===== src/rtl/mem_arb_pkg.sv =====
// Shared types for the unified memory-port arbiter.
//   arb_state_e : arbiter sequencing state (idle, fetch on bus, data on bus, hung-bus error)
//   gnt_src_e   : which requester, if any, wins arbitration in the current idle cycle
package mem_arb_pkg;

  typedef enum logic [1:0] {
    StIdle  = 2'd0,
    StFetch = 2'd1,
    StData  = 2'd2,
    StError = 2'd3
  } arb_state_e;

  typedef enum logic [1:0] {
    GntNone  = 2'd0,
    GntFetch = 2'd1,
    GntData  = 2'd2
  } gnt_src_e;

endpackage


===== src/rtl/bus_watchdog.sv =====
// Hung-bus watchdog for the memory-port arbiter.
// Counts un-acknowledged bus cycles of the current transaction and raises a one-cycle
// timeout pulse in the cycle that makes the count reach TIMEOUT. TIMEOUT = 0 disables it.
//   clk      : clock, rising edge
//   reset_n  : asynchronous active-low reset
//   clear    : new transaction granted; restart the count
//   active   : bus transaction in flight and not acknowledged this cycle
//   timeout  : this cycle is the TIMEOUT-th un-acked cycle
module bus_watchdog #(
  parameter int unsigned TIMEOUT = 16,
  parameter int unsigned CNT_W   = 8
) (
  input  logic clk,
  input  logic reset_n,
  input  logic clear,
  input  logic active,
  output logic timeout
);

  // One extra bit so the compare cannot alias when the counter is near full scale.
  localparam logic [CNT_W:0] Limit  = (CNT_W + 1)'(TIMEOUT);
  localparam logic           Enable = (TIMEOUT != 0);

  logic [CNT_W-1:0] cnt_q, cnt_d;
  logic [CNT_W:0]   cnt_inc;

  assign cnt_inc = {1'b0, cnt_q} + (CNT_W + 1)'(1);

  always_comb begin
    cnt_d = cnt_q;
    if (clear) begin
      cnt_d = '0;
    end else if (active) begin
      cnt_d = cnt_inc[CNT_W-1:0];
    end
  end

  assign timeout = Enable && active && !clear && (cnt_inc == Limit);

  always_ff @(posedge clk or negedge reset_n) begin
    if (!reset_n) begin
      cnt_q <= '0;
    end else begin
      cnt_q <= cnt_d;
    end
  end

endmodule


===== src/rtl/mem_port_arbiter.sv =====
// Arbiter sharing one single-port memory bus between IF-stage fetch and MEM-stage load/store.
// Each granted request runs one valid/ack bus transaction; completion is reported with a
// one-cycle pulse one cycle after bus_ack. Data requests always win over fetches.
//   clk, reset_n                     : clock (rising edge), asynchronous active-low reset
//   if_req/if_addr/if_flush          : fetch request, address, redirect kill
//   if_valid/if_rdata                : fetch completion pulse and instruction
//   mem_req/mem_we/mem_addr/mem_wdata: load/store request
//   mem_done/mem_rdata               : data completion pulse and load data
//   stall_fetch/stall_mem            : requester still waiting (combinational)
//   bus_req/bus_we/bus_addr/bus_wdata: bus transaction outputs, held until bus_ack
//   bus_ack/bus_rdata                : bus completion and read data
//   bus_error                        : sticky watchdog error, cleared only by reset
module mem_port_arbiter
  import mem_arb_pkg::*;
#(
  parameter int unsigned TIMEOUT = 16,
  parameter int unsigned CNT_W   = 8
) (
  input  logic        clk,
  input  logic        reset_n,
  input  logic        if_req,
  input  logic [31:0] if_addr,
  input  logic        if_flush,
  output logic        if_valid,
  output logic [31:0] if_rdata,
  input  logic        mem_req,
  input  logic        mem_we,
  input  logic [31:0] mem_addr,
  input  logic [31:0] mem_wdata,
  output logic        mem_done,
  output logic [31:0] mem_rdata,
  output logic        stall_fetch,
  output logic        stall_mem,
  output logic        bus_req,
  output logic        bus_we,
  output logic [31:0] bus_addr,
  output logic [31:0] bus_wdata,
  input  logic        bus_ack,
  input  logic [31:0] bus_rdata,
  output logic        bus_error
);

  arb_state_e state_q;
  logic       kill_q;
  gnt_src_e   grant;
  logic       mem_elig, if_elig;
  logic       busy;
  logic       wd_clear, wd_active, wd_timeout;

  // A request is masked in the cycle its own completion pulse is high, so a requester that
  // still holds req in that cycle is not granted a second transaction.
  assign mem_elig = mem_req & ~mem_done;
  assign if_elig  = if_req & ~if_valid & ~if_flush;

  // Data wins: the MEM-stage instruction is older than the one being fetched.
  always_comb begin
    grant = GntNone;
    if (state_q == StIdle) begin
      if (mem_elig) begin
        grant = GntData;
      end else if (if_elig) begin
        grant = GntFetch;
      end
    end
  end

  assign busy      = (state_q == StFetch) || (state_q == StData);
  assign wd_clear  = (grant != GntNone);
  assign wd_active = busy & ~bus_ack;

  assign stall_fetch = if_req & ~if_valid;
  assign stall_mem   = mem_req & ~mem_done;

  bus_watchdog #(
    .TIMEOUT (TIMEOUT),
    .CNT_W   (CNT_W)
  ) u_bus_watchdog (
    .clk     (clk),
    .reset_n (reset_n),
    .clear   (wd_clear),
    .active  (wd_active),
    .timeout (wd_timeout)
  );

  always_ff @(posedge clk or negedge reset_n) begin
    if (!reset_n) begin
      state_q   <= StIdle;
      kill_q    <= 1'b0;
      bus_req   <= 1'b0;
      bus_we    <= 1'b0;
      bus_addr  <= '0;
      bus_wdata <= '0;
      if_valid  <= 1'b0;
      if_rdata  <= '0;
      mem_done  <= 1'b0;
      mem_rdata <= '0;
      bus_error <= 1'b0;
    end else begin
      // Completion outputs are single-cycle pulses.
      if_valid <= 1'b0;
      mem_done <= 1'b0;

      unique case (state_q)
        StIdle: begin
          if (grant == GntData) begin
            state_q   <= StData;
            bus_req   <= 1'b1;
            bus_we    <= mem_we;
            bus_addr  <= mem_addr;
            bus_wdata <= mem_wdata;
          end else if (grant == GntFetch) begin
            state_q   <= StFetch;
            kill_q    <= 1'b0;
            bus_req   <= 1'b1;
            bus_we    <= 1'b0;
            bus_addr  <= if_addr;
            bus_wdata <= '0;
          end
        end

        StFetch: begin
          // A redirect cannot abort the bus cycle; it only hides the result from IF.
          if (if_flush) begin
            kill_q <= 1'b1;
          end
          if (bus_ack) begin
            state_q <= StIdle;
            bus_req <= 1'b0;
            kill_q  <= 1'b0;
            if (!kill_q && !if_flush) begin
              if_valid <= 1'b1;
              if_rdata <= bus_rdata;
            end
          end else if (wd_timeout) begin
            state_q   <= StError;
            bus_req   <= 1'b0;
            bus_error <= 1'b1;
            kill_q    <= 1'b0;
          end
        end

        StData: begin
          if (bus_ack) begin
            state_q   <= StIdle;
            bus_req   <= 1'b0;
            mem_done  <= 1'b1;
            mem_rdata <= bus_rdata;
          end else if (wd_timeout) begin
            state_q   <= StError;
            bus_req   <= 1'b0;
            bus_error <= 1'b1;
          end
        end

        StError: begin
          // Terminal until reset; no pulses, so both requesters stay stalled.
          bus_req   <= 1'b0;
          bus_error <= 1'b1;
        end
      endcase
    end
  end

endmodule


===== config.mk =====
export PLATFORM = sky130hd
export DESIGN_NAME = mem_port_arbiter
export DESIGN_NICKNAME = d
export VERILOG_FILES = /design/src/rtl/mem_arb_pkg.sv /design/src/rtl/bus_watchdog.sv /design/src/rtl/mem_port_arbiter.sv
export SDC_FILE = /design/constraint.sdc
export NUM_CORES = 1
export LEC_CHECK = 0
export ABC_AREA = 1
export CAP_MARGIN = 20
export CORE_ASPECT_RATIO = 0.7
export CORE_MARGIN = 5
export CORE_UTILIZATION = 38
export DETAILED_ROUTE_END_ITERATION = 6
export MAX_ROUTING_LAYER = met4
export PLACE_DENSITY_LB_ADDON = 0.15
export SYNTH_ARGS = -nofsm -noshare
export SYNTH_HDL_FRONTEND = slang
export SYNTH_SLANG_ARGS = --single-unit

===== constraint.sdc =====
create_clock -name clk -period 1.9 [get_ports clk]
set_input_delay 0.285 -clock clk [delete_from_list [all_inputs] [get_ports clk]]
set_output_delay 0.285 -clock clk [all_outputs]
set_load 0.005 [all_outputs]

# Yosys cells after proc, flatten, opt, wreduce, memory -nomap -nowiden
# Cells that the tools add are included.
# totals
reg_bits	144
inputBits	135
# classes
n_addsub	1
eq_ne	13
mux	34
n_bitwise	8
n_reduce_logical	22
# op_table
operator	n
32-bit 2-to-1 mux	4
1-bit 2-to-1 mux	18
8-bit 2-to-1 mux	2
2-bit 2-to-1 mux	6
2-bit nonzero test	6
8-bit by 1-bit adder with 9-bit output (second input constant)	1
9-bit by 5-bit == test with 1-bit output (second input constant)	1
3-bit AND reduction	3
2-bit == test (second input constant)	3
3-bit by 1-bit inequality test with 1-bit output (second input constant)	2
2-bit AND reduction	3
1-bit AND	4
2-bit by 1-bit == test with 1-bit output (second input constant)	2
2-bit by 1-bit inequality test with 1-bit output (second input constant)	2
2-bit inequality test (second input constant)	2
4-bit by 3-bit inequality test with 1-bit output (second input constant)	1
1-bit inverter	4
1-bit one-hot mux with 2 select lines	2
2-bit one-hot mux with 2 select lines	1
4-bit AND reduction	1
1-bit logical AND	3
1-bit zero test	3
1-bit one-hot mux with 3 select lines	1
2-bit zero test	1
2 further kinds	2

# Depth between registers and ports, before layout
# Gate-level depths: netlist of the first run.
# logic_depth
ltp_word	13
depth_mapped	13
depth_no_buf	13

# Hierarchy
# From an unflattened synthesis of the first run, not the netlist that was laid out.
# hier_totals
cells_unflattened	695
hier_area_um2	6223.5
# modules_own_cells
mod	n_inst	cells_per_inst	area_each_um2	seq_area_each_um2
mem_port_arbiter	1	629	5730.5	3403.3
bus_watchdog	1	66	493.0	200.2

# Worst setup path after synthesis of the first run
# OpenSTA, ideal clock, no wires.
# synth_timing
kind	register to register
startpoint	reg state_q[0]
endpoint	reg bus_addr[10]
setup_ps	77
arrival_time_ps	1890
setup_slack_ps	-68
stages_incl_launch_ff	12
n_path_buf	1
synth_period_minus_slack_ps	1968
path_cell_list	dfrtp_1 > inv_1 > ha_1 > inv_1 > nor2_1 > inv_1 > ha_1 > nand2_1 > inv_1 > buf_1 > nor2_1 > a21oi_1
# synth_between
elab_chain_cells	5
elab_cells_between_ends	7
classes_between	eq/ne: 2; mux: 2; reduce/logical: 3
# synth_rtl
item	line	text
from (decl)	mem_port_arbiter.sv:43	arb_state_e state_q;
from (signal assigned)	mem_port_arbiter.sv:87	state_q <= StIdle;
from (signal assigned)	mem_port_arbiter.sv:106	state_q <= StData;
from (signal assigned)	mem_port_arbiter.sv:112	state_q <= StFetch;
2-bit zero test (*)	mem_port_arbiter.sv:58, mem_port_arbiter.sv:103	
2-bit 2-to-1 mux	mem_port_arbiter.sv:58	if (state_q == StIdle) begin
2-bit == test or 2-bit by 1-bit == test with 1-bit output (tied branches)	mem_port_arbiter.sv:105, mem_port_arbiter.sv:111	
2-bit nonzero test (no line)	-	
2-bit AND reduction (no line)	-	
to (signal assigned)	mem_port_arbiter.sv:109	bus_addr <= mem_addr;
to (signal assigned)	mem_port_arbiter.sv:116	bus_addr <= if_addr;
to (decl)	mem_port_arbiter.sv:36	output logic [31:0] bus_addr,
# Every way passes the cells marked *; elsewhere a longest branch is shown, timed or not.
# A chain may end at the register's enable or synchronous reset.

# Final worst setup path of the first run
# layout_timing
startpoint	reg mem_done
endpoint	out stall_mem
# layout_between
elab_chain_cells	2
# layout_rtl
item	line	text
from (decl)	mem_port_arbiter.sv:30	output logic mem_done,
from (signal assigned)	mem_port_arbiter.sv:95	mem_done <= 1'b0;
from (signal assigned)	mem_port_arbiter.sv:101	mem_done <= 1'b0;
from (signal assigned)	mem_port_arbiter.sv:146	mem_done <= 1'b1;
1-bit inverter	mem_port_arbiter.sv:72	assign stall_mem = mem_req & ~mem_done;
1-bit AND	mem_port_arbiter.sv:72	
to (decl)	mem_port_arbiter.sv:33	output logic stall_mem,
# No other way between the ends.

==> impl_metrics.csv, run 1 <==
group,metric,value,unit
worst_setup_path,cp_cell_sequence,"nor2_4 -> buf_4 -> clkdlybuf4s50_1",
logic_synthesis,ys_types,24,
routing,drt_iter0_markers,342,
timing,tightest_slew,468,ps
worst_setup_path,cp_slowest_stage_delay,490,ps
worst_setup_path,cp-end-kind,"output port",
worst_setup_path,rr_worst_depth,8,
cells_and_area,nNetsFinal,1136,
floorplanning,die_x,161,um
cells_and_area,drive_gt1_share,11.2,%
worst_hold_path,hp-class,"primary input to async pin",
run,maxCapViolCount,0,
floorplanning,core_area,15600,um^2
cells_and_area,multiInputGateArea,2200,um^2
worst_setup_path,cp.required,1620,ps
clock_network,cts_buffers,17,
cells_and_area,final_cell_mix,"clkdlybuf4s50_1, nand2_1, dfrtp_1, o21ai_0, a21oi_1",
power,report.power.total,14.9,mW
routing,drc,0,
timing,period_share,96.3,%
floorplanning,dieArea,18700,um^2
logic_synthesis,ys_ff_latch,144,
global_route,grt_pass1_wl,30700,um
global_route,grt_remaining_overflow,0,
logic_synthesis,syn_nets,845,
worst_setup_path,reg2reg_slack,120,ps
timing,hold_ws,377,ps
placement,gp_congestion,0.861,
routing,ant_nets,0,
power,p_leak,4.51,nW
floorplanning,initial_core_util,39.0,%
routing,routedWlPerCell,16.0,um
worst_setup_path,crit_type,"flip-flop to output port",
logic_synthesis,synthesis.area,6100,um^2
cells_and_area,post-route-util,64.3,%
cells_and_area,diodes,0,
global_route,grt.total_usage,21.3,%
global_route,first_global_vias,5737,
clock_network,cts.sinks,144,
logic_synthesis,synth-seq-area-share,59.1,%
floorplanning,placementRows,38,
worst_setup_path,path_delay_family,"buffers and inverters",
worst_setup_path,critical_path_peak_fanout,2,
timing,timing.slew.headroom,68.8,%
clock_network,root_buffer,"clkbuf_16",
logic_synthesis,ys.flop_type,"dfrtp_1",
power,vdd.ir_drop.worst,0.705,mV
timing,final-setup-viol-count,0,
logic_synthesis,synth-edff-count,0,
cells_and_area,syn_to_final_growth,65.1,%
logic_synthesis,avgSynthCellArea,8.71,um^2
routing,viasPerCell,4.70,
timing,slew_violations,0,
worst_setup_path,r2r-end,"bus_addr[30]",
timing,hold_viol_final,0,
global_route,grt_max_degree,54,
routing,firstDrtPassIters,5,
worst_setup_path,crit_path_start_kind,"flip-flop",
clock_network,htreeDepth,4,
clock_network,clkLatencyLatePin,410,ps
clock_network,cts_tree,"done",
timing,finClkSkew,13.6,ps
placement,port_buffers,269,
clock_network,clockBufferDepth,2,
logic_synthesis,async_flop_share,100,%
floorplanning,pin_count,270,
routing,vias,5660,
worst_setup_path,worstPathArrival,1540,ps
cells_and_area,fillers,1340,
logic_synthesis,ys.warnings.count,0,
status,outcome,"completed",
placement,hpwl,13700,um
global_route,antenna_found_initial,0,
timing,max_freq,547,MHz
routing,routed_wl,19200,um
worst_setup_path,critical_path.reg2reg.startpoint,"state_q[0]",
cells_and_area,area.sequential,3600,um^2
worst_setup_path,cpMaxStageDelayCell,"clkdlybuf4s50_1",
floorplanning,die_h,116,um
clock_network,path_clk_slew,70,ps
power,power.density,1480,nW/um^2
worst_setup_path,path_buf_inv,2,
logic_synthesis,postSynthCellCount,700,
cells_and_area,final_common_cell,"clkdlybuf4s50_1",
timing,min_period,1830,ps
[synth_stat cells, types with 5 or more instances]
library cell / number / share of area [%]
nor2_1: 43 / 2.6
inv_1: 58 / 3.6
o21ai_1: 6 / 0.49
dfrtp_1: 144 / 59
o21ai_0: 98 / 8.0
clkbuf_1: 30 / 1.8
nand2_2: 7 / 0.72
a21oi_1: 68 / 5.6
ha_1: 10 / 2.1
nand3_1: 12 / 0.99
nor2_2: 5 / 0.51
nand2_1: 198 / 12
[cell type report]
cell class              instances  area share, %
clock buffers                  17           4.23
clock inverters                15           2.10
inverters                      63           2.41
multi-input cells             457           21.8
flip-flops and latches        144           35.8
well taps                     200           2.49
repair buffers                308           31.1
[registers in the layout, indices dropped and copies added, names as in the netlist]
signal,flops
bus_addr,32
bus_error,1
bus_req,1
bus_wdata,32
bus_we,1
if_rdata,32
if_valid,1
kill_q,1
mem_done,1
mem_rdata,32
state_q,2
u_bus_watchdog.cnt_q,8
[where the power goes]
| part | switching [mW] | internal, mW | total [mW] |
|---|---|---|---|
| combinational | 2.77 | 3.53 | 6.30 |
| clock | 1.47 | 2.14 | 3.61 |
| sequential | 0.684 | 4.30 | 4.98 |
| total | 4.93 | 9.97 | 14.9 |
[per-stage QoR]
step	std cells	worst slack [ps]	TNS, ps	cell area [um^2]
after floorplan	700	-50.2	-1000	6100
after CTS	1203	4.77	0	10000
after global routing	1204	-2.82	-3.49	10100
after detailed placement	1166	-414	-24530	9280
final	1204	70.3	0	10100
after global placement	1166	-336	-21310	9280
[cells by family after synthesis]
group / after synthesis / synth area share, %
simple gates: 271 / 18.0
compound gates: 176 / 14.6
flops: 144 / 59.1
buf+inv: 99 / 6.18
fa+ha+maj: 10 / 2.05
[timing repair]
action	4_1_cts	5_1_grt
setup endpoints to repair	50	71
cloned	2	0
pin swaps	4	6
buffers inserted	2	3
hold buffers	1	0
gates resized for setup	11	21
hold endpoints to repair	44	0
[how the worst max path moves through the flow]
stage               startpoint           end  cells past startpoint
floorplan           state_q[0]   bus_addr[0]                     11
global placement       mem_req  bus_addr[23]                     11
detailed placement     mem_req  bus_addr[30]                     11
CTS                 state_q[0]   bus_addr[7]                      9
global route        state_q[0]  bus_addr[13]                      8
finish                mem_done     stall_mem                      3
[layer usage]
layer / track usage [%] / routed length (um) / vias to the layer above
met5: - / 0 / -
met4: 5.63 / 344 / 0
met3: 6.75 / 1390 / 26
met2: 31.5 / 8800 / 179
met1: 28.5 / 8690 / 2632
li1: - / - / 2823
Power figures use the tool's default switching activity.
==> run 2, diff against run 1 <==
==> constraint.sdc (replaced) <==
create_clock -name clk -period 1.9 [get_ports clk]
set_input_delay 0.19 -clock clk [delete_from_list [all_inputs] [get_ports clk]]
set_output_delay 0.19 -clock clk [all_outputs]
set_load 0.005 [all_outputs]
==> impl_metrics.csv, run 2 (same netlist as run 1, synthesis figures left out) <==
group,metric,value,unit
status,outcome,"completed",
placement,hpwl,13500,um
power,power.density,1470,nW/um^2
clock_network,htreeDepth,4,
power,vdd.ir_drop.worst,0.687,mV
floorplanning,pin_count,270,
global_route,grt_max_degree,66,
timing,max_freq,541,MHz
run,maxCapViolCount,0,
cells_and_area,diodes,0,
clock_network,cts_buffers,17,
timing,final-setup-viol-count,0,
timing,slew_violations,0,
cells_and_area,syn_to_final_growth,66.9,%
clock_network,path_clk_slew,70,ps
global_route,met2_usage,30.3,%
routing,drt_iter0_markers,381,
timing,hold_viol_final,0,
placement,port_buffers,269,
floorplanning,die_h,116,um
worst_setup_path,crit_path_start_kind,"flip-flop",
worst_setup_path,cp.required,2200,ps
worst_setup_path,cpMaxStageDelayCell,"dfrtp_1",
power,p_leak,4.53,nW
routing,vias,5738,
routing,drc,0,
floorplanning,initial_core_util,39.0,%
timing,tightest_slew,544,ps
routing,routedWlPerCell,16.4,um
power,report.power.total,14.9,mW
floorplanning,die_x,161,um
timing,rsz0062_at_grt,"yes",
global_route,grt_pass1_wl,29600,um
global_route,grt_remaining_overflow,0,
clock_network,cts_tree,"done",
worst_setup_path,critical_path_peak_fanout,15,
clock_network,clkLatencyLatePin,420,ps
routing,routed_wl,19800,um
routing,firstDrtPassIters,5,
worst_setup_path,crit_type,"flip-flop to flip-flop",
timing,finClkSkew,14.8,ps
global_route,top_usage_layer,"met2",
global_route,use_met1,27.2,%
timing,worst_slack,53.0,ps
cells_and_area,drive_gt1_share,12.1,%
worst_setup_path,worstPathArrival,2150,ps
global_route,antenna_found_initial,0,
clock_network,clockBufferDepth,2,
timing,timing.slew.headroom,63.7,%
routing,viasPerCell,4.75,
placement,gp_congestion,0.870,
routing,ant_nets,0,
timing,min_period,1850,ps
floorplanning,core_area,15600,um^2
clock_network,root_buffer,"clkbuf_16",
floorplanning,placementRows,38,
clock_network,cts.sinks,144,
global_route,first_global_vias,5589,
worst_setup_path,cp_cell_sequence,"inv_2 -> ha_4 -> nand4_1 -> buf_4 -> ha_4 -> nand2_8 -> clkbuf_16 -> a21oi_1 -> a21oi_1",
global_route,grt.total_usage,20.5,%
floorplanning,dieArea,18700,um^2
cells_and_area,nNetsFinal,1140,
cells_and_area,final_cell_mix,"clkdlybuf4s50_1, nand2_1, dfrtp_1, o21ai_0, a21oi_1",
worst_hold_path,hp-class,"primary input to async pin",
worst_setup_path,cp-end-kind,"flip-flop",
timing,period_share,97.2,%
placement,pre_cts_slack,-296,ps
cells_and_area,final_common_cell,"clkdlybuf4s50_1",
global_route,met3_usage,7.36,%
worst_setup_path,cp_slowest_stage_delay,390,ps
-- run 2: cell type report --
class / count / area [um^2]
inverter: 63 / 248
clock inverter: 14 / 143
tap: 200 / 250
fill: 1310 / 5460
sequential: 144 / 3600
timing repair buffer: 312 / 3270
clock buffer: 18 / 439
multi-input combinational: 457 / 2230
-- run 2: per-layer routing --
metal / vias to the layer above / part of all wire [%]
met1: 2710 / 46
met2: 182 / 45
met5: - / 0
met4: 0 / 1.2
li1: 2827 / -
met3: 19 / 8.0
-- run 2: metrics by stage --
stage               cells  TNS, ps  hold slack, ps  util, %  cell area [um^2]
floorplan             700    -1000            -106        -              6100
global placement     1164   -13500             192     59.3              9280
detailed placement   1164   -15480             195     59.3              9280
CTS                  1198        0             307     63.4              9910
global route         1208     -697             319     65.1             10200
finish               1208        0             313     65.1             10200
-- run 2: critical path: cells and delay by family (launching register included) --
kind | cells | cell delay [ps]
buf+inv | 3 | 480
fa+ha+maj | 2 | 430
flops | 1 | 390
simple gates | 2 | 230
compound gates | 2 | 210
-- run 2: final timing paths --
| check | from | endpoint | slack (ps) | cells after the start |
|---|---|---|---|---|
| worst min-delay path | reset_n | mem_rdata[3] | 310 | 2 |
| worst min register to register | kill_q | if_valid | 470 | 1 |
| worst max-delay path | state_q[0] | bus_addr[31] | 50 | 9 |
| min in group clk | mem_addr[9] | bus_addr[9] | 320 | 3 |
| worst max register to register | state_q[0] | bus_addr[31] | 50 | 9 |
| max in group asynchronous | reset_n | mem_rdata[17] | 940 | 3 |
-- run 2: repair_timing --
item,4_1_cts,5_1_grt
buffers inserted,0,4
pin swaps,1,4
hold endpoints to repair,47,0
resized for setup,6,26
hold buffers,1,0
setup endpoints to repair,41,71
cloned,1,6
-- run 2: power breakdown --
group / leakage, nW / switching [mW] / internal [mW]
Clock: 0.283 / 1.43 / 1.88
Sequential: 1.80 / 0.690 / 4.30
Combinational: 2.45 / 2.91 / 3.71
Total: 4.53 / 5.03 / 9.89
==> run 3, diff against run 2 <==
Settings changed: GPL_ROUTABILITY_DRIVEN set to 0.
==> results of run 3 <==
Same layout as run 2: the final DEF is identical, and so are final timing and power.
